$ cat config.mk
export PLATFORM = sky130hd
export DESIGN_NAME = wb_cdb_arbiter_flat
export DESIGN_NICKNAME = d
export VERILOG_FILES = /design/src/rtl/buffer_pkgs.sv /design/src/rtl/wb_cdb_arbiter_if.sv /design/src/rtl/wb_cdb_arbiter.sv /design/src/flat_wrapper.sv
export SDC_FILE = /design/constraint.sdc
export NUM_CORES = 1
export LEC_CHECK = 0
export BUFFER_PORTS_ARGS = -buffer_cell sky130_fd_sc_hd__buf_2
export CAP_MARGIN = 5
export CORE_MARGIN = 1.5
export CORE_UTILIZATION = 55
export CTS_CLUSTER_DIAMETER = 150
export DETAILED_ROUTE_END_ITERATION = 10
export PLACE_DENSITY = 0.78
export SYNTH_ARGS = -nofsm -noshare
export SYNTH_HDL_FRONTEND = slang
export SYNTH_SLANG_ARGS = --single-unit
$ cat constraint.sdc
create_clock -name clk -period 12 [get_ports clk]
set_clock_uncertainty 0.1 [all_clocks]
set_input_delay 0.6 -clock clk [delete_from_list [all_inputs] [get_ports clk]]
set_output_delay 0.6 -clock clk [all_outputs]
set_load 0.1 [all_outputs]
$ cat src/rtl/buffer_pkgs.sv
// Shared execution/writeback payload types used by the CDB arbiter.
// Widths: ROB_PTR_W ROB tag, PREG_W physical register index, XLEN data.
package buffer_pkgs;

    localparam int unsigned ROB_PTR_W = 4;
    localparam int unsigned PREG_W    = 7;
    localparam int unsigned XLEN      = 32;
    localparam int unsigned SRC_FU_W  = 2;

    typedef struct packed {
        logic                 completed;
        logic [PREG_W-1:0]    rd_addr;
        logic [XLEN-1:0]      rd_val;
        logic [ROB_PTR_W-1:0] rob_tag;
    } alu_out_t;

    typedef struct packed {
        logic                 completed;
        logic [PREG_W-1:0]    rd_addr;
        logic [XLEN-1:0]      rd_val;
        logic [ROB_PTR_W-1:0] rob_tag;
    } lsu_out_t;

    typedef struct packed {
        logic                 completed;
        logic [PREG_W-1:0]    rd_addr;
        logic [XLEN-1:0]      rd_val;
        logic [ROB_PTR_W-1:0] rob_tag;
        logic                 mispredict;
        logic                 branch_taken;
        logic [XLEN-1:0]      dest_addr;
    } branch_out_t;

    typedef struct packed {
        logic                 completed;
        logic [PREG_W-1:0]    rd_addr;
        logic [XLEN-1:0]      rd_val;
        logic [ROB_PTR_W-1:0] rob_tag;
        logic [SRC_FU_W-1:0]  src_fu;
        logic                 mispredict;
        logic                 branch_taken;
        logic [XLEN-1:0]      dest_addr;
    } wb_packet_t;

endpackage

$ cat src/rtl/wb_cdb_arbiter_if.sv
// Bundle of unit result inputs, flush control and CDB output for the arbiter.
// slave  : arbiter view (results/flush in, ready/CDB out)
// master : producer / consumer view
interface wb_cdb_arbiter_if;
    import buffer_pkgs::*;

    alu_out_t             alu_out_i;
    logic                 alu_ready_o;
    lsu_out_t             lsu_out_i;
    logic                 lsu_ready_o;
    branch_out_t          br_out_i;
    logic                 br_ready_o;
    logic                 flush_i;
    logic [ROB_PTR_W-1:0] flush_tag_i;
    logic [ROB_PTR_W-1:0] rob_head_i;
    logic                 wb_valid_o;
    wb_packet_t           wb_o;

    modport slave (
        input  alu_out_i, lsu_out_i, br_out_i, flush_i, flush_tag_i, rob_head_i,
        output alu_ready_o, lsu_ready_o, br_ready_o, wb_valid_o, wb_o
    );

    modport master (
        output alu_out_i, lsu_out_i, br_out_i, flush_i, flush_tag_i, rob_head_i,
        input  alu_ready_o, lsu_ready_o, br_ready_o, wb_valid_o, wb_o
    );

endinterface

$ cat src/rtl/wb_cdb_arbiter.sv
// Common data bus arbiter: per-unit shift queues for ALU, LSU and branch
// results, one writeback packet granted per cycle (branch first, ALU/LSU
// round-robin), with mispredict flush of results younger than the branch.
// Ports:
//   clk, rst_n : clock, asynchronous active-low reset
//   bus        : wb_cdb_arbiter_if.slave (unit results + ready, flush,
//                ROB head, CDB valid/packet)
module wb_cdb_arbiter
    import buffer_pkgs::*;
#(
    parameter int unsigned Q_DEPTH = 2
) (
    input  logic           clk,
    input  logic           rst_n,
    wb_cdb_arbiter_if.slave bus
);

    localparam int unsigned N_UNITS = 3;
    localparam int unsigned U_ALU   = 0;
    localparam int unsigned U_LSU   = 1;
    localparam int unsigned U_BR    = 2;

    typedef enum logic {
        RR_ALU = 1'b0,
        RR_LSU = 1'b1
    } rr_e;

    rr_e                rr_q, rr_d;
    wb_packet_t         q_r [N_UNITS][Q_DEPTH];
    wb_packet_t         q_d [N_UNITS][Q_DEPTH];
    logic               v_r [N_UNITS][Q_DEPTH];
    logic               v_d [N_UNITS][Q_DEPTH];

    logic [N_UNITS-1:0] ready;
    logic [N_UNITS-1:0] in_req;
    logic [N_UNITS-1:0] enq;
    logic [N_UNITS-1:0] pop;
    wb_packet_t         in_pkt [N_UNITS];
    wb_packet_t         head;
    logic               grant_any;
    logic               wb_valid;

    // Modular age relative to the ROB head; strictly greater age is younger.
    function automatic logic is_younger(input logic [ROB_PTR_W-1:0] tag,
                                        input logic [ROB_PTR_W-1:0] rob_head,
                                        input logic [ROB_PTR_W-1:0] ftag);
        logic [ROB_PTR_W-1:0] age_t;
        logic [ROB_PTR_W-1:0] age_f;
        age_t = tag - rob_head;
        age_f = ftag - rob_head;
        return age_t > age_f;
    endfunction

    // Ready only from registered occupancy: queue is compacted, so full == last slot valid.
    always_comb begin
        for (int u = 0; u < N_UNITS; u++) begin
            ready[u] = ~v_r[u][Q_DEPTH-1];
        end
    end

    assign bus.alu_ready_o = ready[U_ALU];
    assign bus.lsu_ready_o = ready[U_LSU];
    assign bus.br_ready_o  = ready[U_BR];

    // Map unit results onto the common writeback format at capture time.
    always_comb begin
        for (int u = 0; u < N_UNITS; u++) begin
            in_pkt[u] = '0;
        end
        in_req = '0;

        in_req[U_ALU]           = bus.alu_out_i.completed;
        in_pkt[U_ALU].completed = 1'b1;
        in_pkt[U_ALU].rd_addr   = bus.alu_out_i.rd_addr;
        in_pkt[U_ALU].rd_val    = bus.alu_out_i.rd_val;
        in_pkt[U_ALU].rob_tag   = bus.alu_out_i.rob_tag;
        in_pkt[U_ALU].src_fu    = SRC_FU_W'(0);

        in_req[U_LSU]           = bus.lsu_out_i.completed;
        in_pkt[U_LSU].completed = 1'b1;
        in_pkt[U_LSU].rd_addr   = bus.lsu_out_i.rd_addr;
        in_pkt[U_LSU].rd_val    = bus.lsu_out_i.rd_val;
        in_pkt[U_LSU].rob_tag   = bus.lsu_out_i.rob_tag;
        in_pkt[U_LSU].src_fu    = SRC_FU_W'(1);

        in_req[U_BR]              = bus.br_out_i.completed;
        in_pkt[U_BR].completed    = 1'b1;
        in_pkt[U_BR].rd_addr      = bus.br_out_i.rd_addr;
        in_pkt[U_BR].rd_val       = bus.br_out_i.rd_val;
        in_pkt[U_BR].rob_tag      = bus.br_out_i.rob_tag;
        in_pkt[U_BR].src_fu       = SRC_FU_W'(2);
        in_pkt[U_BR].mispredict   = bus.br_out_i.mispredict;
        in_pkt[U_BR].branch_taken = bus.br_out_i.branch_taken;
        in_pkt[U_BR].dest_addr    = bus.br_out_i.dest_addr;
    end

    // Arbitration from registered heads; a flushed head is still popped but not driven.
    always_comb begin
        pop       = '0;
        head      = '0;
        grant_any = 1'b0;
        rr_d      = rr_q;

        if (v_r[U_BR][0]) begin
            pop[U_BR] = 1'b1;
            head      = q_r[U_BR][0];
            grant_any = 1'b1;
        end else if (v_r[U_ALU][0] && (!v_r[U_LSU][0] || rr_q == RR_ALU)) begin
            pop[U_ALU] = 1'b1;
            head       = q_r[U_ALU][0];
            grant_any  = 1'b1;
            rr_d       = RR_LSU;
        end else if (v_r[U_LSU][0]) begin
            pop[U_LSU] = 1'b1;
            head       = q_r[U_LSU][0];
            grant_any  = 1'b1;
            rr_d       = RR_ALU;
        end

        wb_valid = grant_any &&
                   !(bus.flush_i && is_younger(head.rob_tag, bus.rob_head_i, bus.flush_tag_i));
    end

    assign bus.wb_valid_o = wb_valid;
    assign bus.wb_o       = wb_valid ? head : '0;

    // Next queue contents: drop popped/flushed entries, compact survivors, append new one.
    always_comb begin
        int k;
        enq = '0;
        for (int u = 0; u < N_UNITS; u++) begin
            k = 0;
            for (int j = 0; j < Q_DEPTH; j++) begin
                q_d[u][j] = '0;
                v_d[u][j] = 1'b0;
            end
            for (int i = 0; i < Q_DEPTH; i++) begin
                if (v_r[u][i] && !(pop[u] && i == 0) &&
                    !(bus.flush_i && is_younger(q_r[u][i].rob_tag, bus.rob_head_i, bus.flush_tag_i))) begin
                    for (int j = 0; j < Q_DEPTH; j++) begin
                        if (j == k) begin
                            q_d[u][j] = q_r[u][i];
                            v_d[u][j] = 1'b1;
                        end
                    end
                    k = k + 1;
                end
            end
            // Younger arrivals during a flush still complete the handshake but are discarded.
            enq[u] = in_req[u] && ready[u] &&
                     !(bus.flush_i && is_younger(in_pkt[u].rob_tag, bus.rob_head_i, bus.flush_tag_i));
            if (enq[u]) begin
                for (int j = 0; j < Q_DEPTH; j++) begin
                    if (j == k) begin
                        q_d[u][j] = in_pkt[u];
                        v_d[u][j] = 1'b1;
                    end
                end
            end
        end
    end

    // State registers.
    always_ff @(posedge clk or negedge rst_n) begin
        if (!rst_n) begin
            rr_q <= RR_ALU;
            for (int u = 0; u < N_UNITS; u++) begin
                for (int j = 0; j < Q_DEPTH; j++) begin
                    q_r[u][j] <= '0;
                    v_r[u][j] <= 1'b0;
                end
            end
        end else begin
            rr_q <= rr_d;
            for (int u = 0; u < N_UNITS; u++) begin
                for (int j = 0; j < Q_DEPTH; j++) begin
                    q_r[u][j] <= q_d[u][j];
                    v_r[u][j] <= v_d[u][j];
                end
            end
        end
    end

endmodule

$ cat src/flat_wrapper.sv
// flat-port wrapper written by rule: the top's interface ports become plain ports
module wb_cdb_arbiter_flat import buffer_pkgs::*;
#(
    parameter int unsigned Q_DEPTH = 2
)
  (clk, rst_n, bus_alu_out_i, bus_lsu_out_i, bus_br_out_i, bus_flush_i, bus_flush_tag_i, bus_rob_head_i, bus_alu_ready_o, bus_lsu_ready_o, bus_br_ready_o, bus_wb_valid_o, bus_wb_o);
  wb_cdb_arbiter_if bus_i ();
  input  logic clk;
  input  logic rst_n;
  input wire logic [$bits(bus_i.alu_out_i)-1:0] bus_alu_out_i;
  input wire logic [$bits(bus_i.lsu_out_i)-1:0] bus_lsu_out_i;
  input wire logic [$bits(bus_i.br_out_i)-1:0] bus_br_out_i;
  input wire logic [$bits(bus_i.flush_i)-1:0] bus_flush_i;
  input wire logic [$bits(bus_i.flush_tag_i)-1:0] bus_flush_tag_i;
  input wire logic [$bits(bus_i.rob_head_i)-1:0] bus_rob_head_i;
  output wire logic [$bits(bus_i.alu_ready_o)-1:0] bus_alu_ready_o;
  output wire logic [$bits(bus_i.lsu_ready_o)-1:0] bus_lsu_ready_o;
  output wire logic [$bits(bus_i.br_ready_o)-1:0] bus_br_ready_o;
  output wire logic [$bits(bus_i.wb_valid_o)-1:0] bus_wb_valid_o;
  output wire logic [$bits(bus_i.wb_o)-1:0] bus_wb_o;
  assign bus_i.alu_out_i = bus_alu_out_i;
  assign bus_i.lsu_out_i = bus_lsu_out_i;
  assign bus_i.br_out_i = bus_br_out_i;
  assign bus_i.flush_i = bus_flush_i;
  assign bus_i.flush_tag_i = bus_flush_tag_i;
  assign bus_i.rob_head_i = bus_rob_head_i;
  assign bus_alu_ready_o = bus_i.alu_ready_o;
  assign bus_lsu_ready_o = bus_i.lsu_ready_o;
  assign bus_br_ready_o = bus_i.br_ready_o;
  assign bus_wb_valid_o = bus_i.wb_valid_o;
  assign bus_wb_o = bus_i.wb_o;
  wb_cdb_arbiter #(.Q_DEPTH(Q_DEPTH)) u_core (.clk(clk), .rst_n(rst_n), .bus(bus_i));
endmodule
==> summary.txt, run 1 <==
Yosys
  • Mapped Cells: 2204
  • Top_reg_cell synth: dfrtp_1
  • Syn Area/Cell: 10.1 um^2
  • Sequential element share of the synthesized area: 0.543
  • Synth area leader: dfrtp_1
  • Ys async rst share: 1.00
  • EDFF count, synth: 0
  • Area contributors post-synth: dfrtp_1, nand2_1, ha_1
  • Most common cell in the netlist: dfrtp_1
  • Share of the synthesized area in the top cell type: 0.543
  • Post-synth top cells: dfrtp_1, nand2_1, clkbuf_1
  • Mapped Area: between 0.02 and 0.025 mm^2
  • Register bit count reported by yosys: between 400 and 500
  • Syn. warnings: 0
  • Post-synth cell types: between 50 and 60

Pwr
  • Cell Pwr Density: 275 mW/mm^2
  • Static Leak: 0.0122 uW
  • Maximum vdd ir drop: roughly 0.34 mV

Worst setup path
  • R2r worst-path depth: 14
  • Critical Path Sink: bus_wb_o[54]
  • CP Class: register to output port
  • CP Buf/Inv Count: 5
  • Stages on worst setup path: 16
  • Arrival time at the worst endpoint: 5.67 ns
  • R2r startpoint: u_core.q_r[356]$_DFF_PN0_
  • Crit path max fanout: 81
  • Worst r2r dst: u_core.q_r[364]$_DFF_PN0_
  • Reg2Reg Setup Slack: 6.83 ns
  • Data required, critical path: 11.30 ns
  • Worst setup path start: u_core.v_r[1]$_DFF_PN0_
  • Slowest CP cell: fa_1
  • Crit. End Element: output port
  • Setup crit start kind: register
  • CP Cell Sequence: inv_2 > buf_4 > nand2_1 > a21oi_4 > a221oi_1 > ha_1 > fa_1 > inv_1 > ha_1 > nor2b_1 > o21a_1 > o21ai_0 > a21oi_4 > buf_4 > nor3_1 > buf_2
  • Top Family by Delay on Critical Path: buffers and inverters
  • Slowest Stage Delay on Critical Path: 0.52 ns

Placed design
  • Number of port buffers: 260
  • Dpl cells: around 2900
  • Final HPWL DP: between 30000 and 40000 um
  • GP Congestion: 0.899

Clocking
  • CTS tree: yes
  • Clock buffer depth: 3
  • H-Tree Depth: 2
  • Clock slew at the register clock pins of the worst setup and hold paths: 0.06 ns
  • Root Driver: clkbuf_16
  • CTS Buf Count: 51
  • Post_cts resized: 0
  • Post-CTS setup buffer count: 0
  • Clk_lat worst skew: 0.60 ns
  • # hold bufs at CTS: 0
  • CTS sink cnt: 482

STA
  • Fin. Hold Viols: 1
  • RSZ-0062 raised after global routing: no
  • Tcrit/Tclk final: 0.531
  • Hold slack: -0.0131 ns
  • Slew headroom: 0.230
  • Fmax: approximately 0.16 GHz
  • Final Max Slew Viols: 0
  • Final setup fails: 0
  • Worst Max-Slew Pin Slew: around 1.2 ns
  • Setup_tns: 0 ns
  • Tmin final: 6.37 ns

Detailed routing
  • Via/cell ratio: ~6.3
  • Pre-antenna DRT Iters: 8
  • Routed vias: 18800
  • Routed WL per cell: 21.9 um
  • Post-Route WL: 65100 um
  • Drt first-iter violations: 1889
  • Routed Antenna Nets: 0
  • # DRC: 0

Floorplan
  • Rows: 73
  • Initial core utilization: 0.559
  • I/O pin count: 261
  • Die W: 204 um
  • Die Height: about 200 um
  • Die Area: 0.0416 mm^2
  • Core area: 0.0397 mm^2

Global routing
  • Global-route wire length before repair: 103000 um
  • Initial antenna violation count: 8
  • Vias in the first global route: 18800
  • Total track usage: 0.314
  • Overflow after GRT: 0
  • Pin count of the biggest net entering global routing: 191

Hold path
  • Worst min path class: primary input to async pin

Finish
  • Synthesis-to-layout area growth: 15.8%
  • Share of post-route cells with drive strength above 1: 0.170
  • Filler-free cell count of the finished design: between 2000 and 3000
  • Layout Nets: 2664

Run status
  • Failing checks: negative hold slack
  • Status: finished, violations left

Job
  • Max cap viols: 0
-- logic make-up after synthesis --
logic type,after synthesis,share of synthesized area
adder cells (fa/ha/maj),82,0.0496
flip-flops,482,0.543
XOR/XNOR,30,0.0118
other,1,0.000169
AO/OA/AOI/OAI,595,0.187
AND/OR/NAND/NOR,753,0.158
multiplexers,1,0.000451
buffers and inverters,260,0.0494
-- sequential cells by signal, summed over array words and instances (netlist names) --
register     count
u_core.q_r     476
u_core.v_r       5
u_core.rr_q      1
-- metal layers --
| metal | track usage | up-vias | share of wire |
|---|---|---|---|
| met5 | 0 | - | 0.00041 |
| met4 | 0.118 | 4 | 0.028 |
| met3 | 0.0536 | 143 | 0.077 |
| met2 | 0.491 | 950 | 0.47 |
| met1 | 0.442 | 9409 | 0.43 |
| li1 | - | 8326 | - |
-- worst min path at each step --
| stage | from | endpoint | slack [ns] | cells past startpoint |
|---|---|---|---|---|
| 2_1_floorplan | rst_n | u_core.q_r[0]$_DFF_PN0_ | 0.20 | 0 |
| 3_3_place_gp | u_core.q_r[399]$_DFF_PN0_ | u_core.q_r[399]$_DFF_PN0_ | 0.36 | 1 |
| 3_5_place_dp | u_core.q_r[399]$_DFF_PN0_ | u_core.q_r[399]$_DFF_PN0_ | 0.38 | 1 |
| 4_1_cts | rst_n | u_core.q_r[35]$_DFF_PN0_ | 0.05 | 1 |
| 5_1_grt | rst_n | u_core.q_r[35]$_DFF_PN0_ | 0.08 | 1 |
| 6_report | rst_n | u_core.q_r[35]$_DFF_PN0_ | -0.01 | 1 |
-- stage by stage --
stage	cell area (um^2)	setup WS [ns]	total power (uW)	hold WS (ns)	util
2_1_floorplan	22500	6.18	4570	0.204	-
3_3_place_gp	23900	6.24	5300	0.360	0.603
3_5_place_dp	23900	6.19	5390	0.376	0.603
4_1_cts	25700	5.67	7040	0.0473	0.647
5_1_grt	25700	5.37	7390	0.0829	0.647
6_report	25700	5.63	7070	-0.0131	0.647
-- area by class of cell --
type / instances / area [um^2]
clock inverters: 22 / 284
clock buffers: 72 / 1470
flip-flops and latches: 482 / 12100
fillers: 3209 / 14000
inverters: 40 / 150
well taps: 525 / 657
diodes: 5 / 12.5
repair buffers: 291 / 1560
multi-input cells: 1539 / 9520
-- cell usage in the layout, fill, tap and decap left out, types with 19 or more instances in the layout --
cell type | synthesis | routed
o211ai_1 | 85 | 85
xnor2_1 | 19 | 19
a22o_1 | 86 | 86
clkbuf_16 | 0 | 51
dfrtp_1 | 482 | 480
nor3_1 | 124 | 123
inv_1 | 38 | 38
ha_1 | 72 | 72
nand2_1 | 288 | 288
a221oi_1 | 75 | 75
buf_4 | 6 | 30
nor2_1 | 80 | 80
and3_1 | 111 | 110
buf_2 | 54 | 259
conb_1 | 1 | 78
a31oi_1 | 85 | 85
o22ai_1 | 78 | 78
nand3_1 | 119 | 118
a21oi_1 | 132 | 125
-- power by group --
part	switching, uW	internal [uW]	total [uW]
combinational	2600	731	3330
sequential	180	1920	2100
clock	663	981	1640
total	3440	3630	7070
(Power assumes the default switching activity.)
==> run 2, diff against run 1 <==
clock period = 5.93 ns   (was 12 ns; I/O delays follow)
==> run 2 against run 1 <==
Net effect:
- the flow now finishes without violations
- utilization increased by 7.3 points
- clock power increased by 93%
- die area unchanged
- non-clock buffer count rose by 176
==> summary.txt, run 2 (synthesis gave the netlist of run 1 again) <==
Run status
  • Status: completed

Pwr
  • Cell Pwr Density: 536 mW/mm^2 (+95%)
  • Static Leak: 0.0132 uW (+8.0%)
  • Maximum vdd ir drop: 0.541 mV (+61%)

Detailed routing
  • Pre-antenna DRT Iters: 7 (-1)
  • Via/cell ratio: 6.46 (+2.1%)
  • Top routing layer in use: met4
  • Routed vias: 20300 (+7.8%)
  • Met3 routed WL: 7030 um (+41%)
  • Routed Antenna Nets: 0 (unchanged)
  • Met2 routed WL: 34200 um (+13%)
  • Post-Route WL: 72300 um (+11%)
  • Routed WL per cell: 23.0 um (+5.3%)
  • Met1 wire length: 28500 um (+1.8%)
  • # DRC: 0 (unchanged)
  • Drt first-iter violations: 2506 (+33%)

Job
  • Max cap viols: 0 (unchanged)

STA
  • Slew headroom: 0.236 (+0.00618)
  • Tmin final: 5.69 ns
  • Final setup fails: 0 (unchanged)
  • Worst Max-Slew Pin Slew: 1.15 ns (-0.00928 ns)
  • Fmax: 0.176 GHz
  • Final Max Slew Viols: 0 (unchanged)
  • Hold slack: 0.0551 ns (+0.0682 ns)
  • Setup_tns: 0 ns (unchanged)
  • Fin. Hold Viols: 0 (-1)
  • RSZ-0062 raised after global routing: no
  • Tcrit/Tclk final: 0.960

Hold path
  • Hold Crit Depth: 3
  • Worst min path class: primary input to register

Floorplan
  • Core area: 0.0397 mm^2 (unchanged)
  • Rows: 73 (unchanged)
  • Die Area: 0.0416 mm^2 (unchanged)
  • I/O pin count: 261 (unchanged)
  • Die W: 204 um (unchanged)
  • Die Height: 204 um (unchanged)
  • Initial core utilization: 0.559 (unchanged)

Finish
  • Synthesis-to-layout area growth: 28.9%
  • Max FFs per register: 476 (unchanged)
  • Most frequent cells in the layout: dfrtp_1, nand2_1, buf_2
  • Layout Nets: 2839 (+6.6%)
  • Final Core Density: 0.720 (+0.0729)
  • Most common cell after layout, fill and taps aside: dfrtp_1
  • Top Registers: u_core.q_r (476), u_core.v_r (5), u_core.rr_q (1)
  • Share of post-route cells with drive strength above 1: 0.159 (-0.0113)
  • Filler-free cell count of the finished design: 3141 (+5.5%)
  • Biggest register: u_core.q_r
  • Fillers: 2817 (-12%)

Global routing
  • Vias in the first global route: 20800 (+11%)
  • Initial antenna violation count: 3 (-5)
  • Total track usage: 0.349 (+0.0346)
  • Overflow after GRT: 0 (unchanged)
  • Global-route wire length before repair: 114000 um (+11%)
  • Pin count of the biggest net entering global routing: 189 (-1.0%)

Placed design
  • Final HPWL DP: 41100 um (+6.8%)
  • Dpl cells: 2888 (+0.38%)
  • Number of port buffers: 260 (unchanged)
  • GP Congestion: 0.879 (-2.1%)

Worst setup path
  • Stages on worst setup path: 15 (-1)
  • Setup crit start kind: register
  • Slowest CP cell: dfrtp_4
  • CP Cell Sequence: buf_4 > a21oi_1 > a21oi_1 > inv_1 > ha_1 > a21o_1 > a21oi_1 > xor2_1 > xnor2_1 > ha_1 > o21ai_0 > a21oi_4 > buf_6 > nor3_1 > buf_12
  • CP Buf/Inv Count: 4 (-1)
  • Data required, critical path: 5.53 ns (-5.77 ns)
  • Slowest Stage Delay on Critical Path: 0.77 ns (+0.25 ns)
  • Top Family by Delay on Critical Path: buffers and inverters
  • Arrival time at the worst endpoint: 5.29 ns (-0.38 ns)
  • Crit path max fanout: 81 (unchanged)
  • CP Class: register to output port
  • Crit-path most repeated cell: a21oi_1
  • R2r worst-path depth: 18 (+4)
  • Crit. End Element: output port

Clocking
  • CTS Buf Count: 50 (-2.0%)
  • Root Driver: clkbuf_16
  • H-Tree Depth: 2 (unchanged)
  • Clock buffer depth: 3 (unchanged)
  • CTS sink cnt: 482 (unchanged)
  • CTS tree: yes
  • Clock slew at the register clock pins of the worst setup and hold paths: 0.06 ns (about the same)
  • Clk_lat worst skew: 0.57 ns (-0.03 ns)
  • Post-CTS setup buffer count: 0 (unchanged)
run 2: worst min-delay path, delay by kind of cell:
family	cells	cell delay, ns
and+or+nand+nor	1	0.15
AOI/OAI and AO/OA	1	0.08
buffers and inverters	1	0.14
run 2: cell type report:
| cell class | instances | area [um^2] | share of cell area |
|---|---|---|---|
| Sequential cell | 482 | 12100 | 0.422 |
| Multi-Input combinational cell | 1539 | 9520 | 0.333 |
| Timing Repair Buffer | 467 | 4570 | 0.160 |
| Clock buffer | 75 | 1480 | 0.0516 |
| Tap cell | 525 | 657 | 0.0230 |
| Clock inverter | 10 | 158 | 0.00551 |
| Inverter | 40 | 150 | 0.00525 |
| Antenna cell | 3 | 7.51 | 0.000262 |
run 2: report_power, final:
part	internal [uW]	switching (uW)
Combinational	2270	5590
Sequential	3880	404
Clock	1880	1290
run 2: what timing repair did:
action / in CTS / in global routing
gates resized for setup: 0 / 1
endpoints found under the hold margin: 345 / 0
hold buffers: 165 / 0
endpoints found under the setup margin: 0 / 81
run 2: per-layer routing:
layer,vias up,global-route usage
li1,8675,-
met1,10100,0.472
met2,1310,0.562
met3,240,0.0687
met4,0,0.128
met5,-,0
run 2: path summary, 6_finish.rpt:
kind | from | end | slack [ns]
worst min-delay path | bus_alu_out_i[43] | u_core.v_r[4]$_DFF_PN0_ | 0.06
worst max register to register | u_core.q_r[276]$_DFF_PN0_ | u_core.q_r[289]$_DFF_PN0_ | 1.76
min in group asynchronous | rst_n | u_core.q_r[165]$_DFF_PN0_ | 0.23
max in group asynchronous | rst_n | u_core.q_r[225]$_DFF_PN0_ | 3.96
worst max-delay path | u_core.v_r[1]$_DFF_PN0_ | bus_wb_o[73] | 0.24
worst min register to register | u_core.q_r[399]$_DFF_PN0_ | u_core.q_r[399]$_DFF_PN0_ | 0.38
run 2: metrics by stage:
step / power (uW) / setup WS (ns) / instance area, um^2
2_1_floorplan: 9260 / 0.412 / 22500
3_3_place_gp: 11600 / 1.02 / 25300
3_5_place_dp: 11900 / 0.805 / 25300
4_1_cts: 15100 / 0.181 / 28600
5_1_grt: 15900 / 0.0563 / 28600
6_report: 15300 / 0.239 / 28600
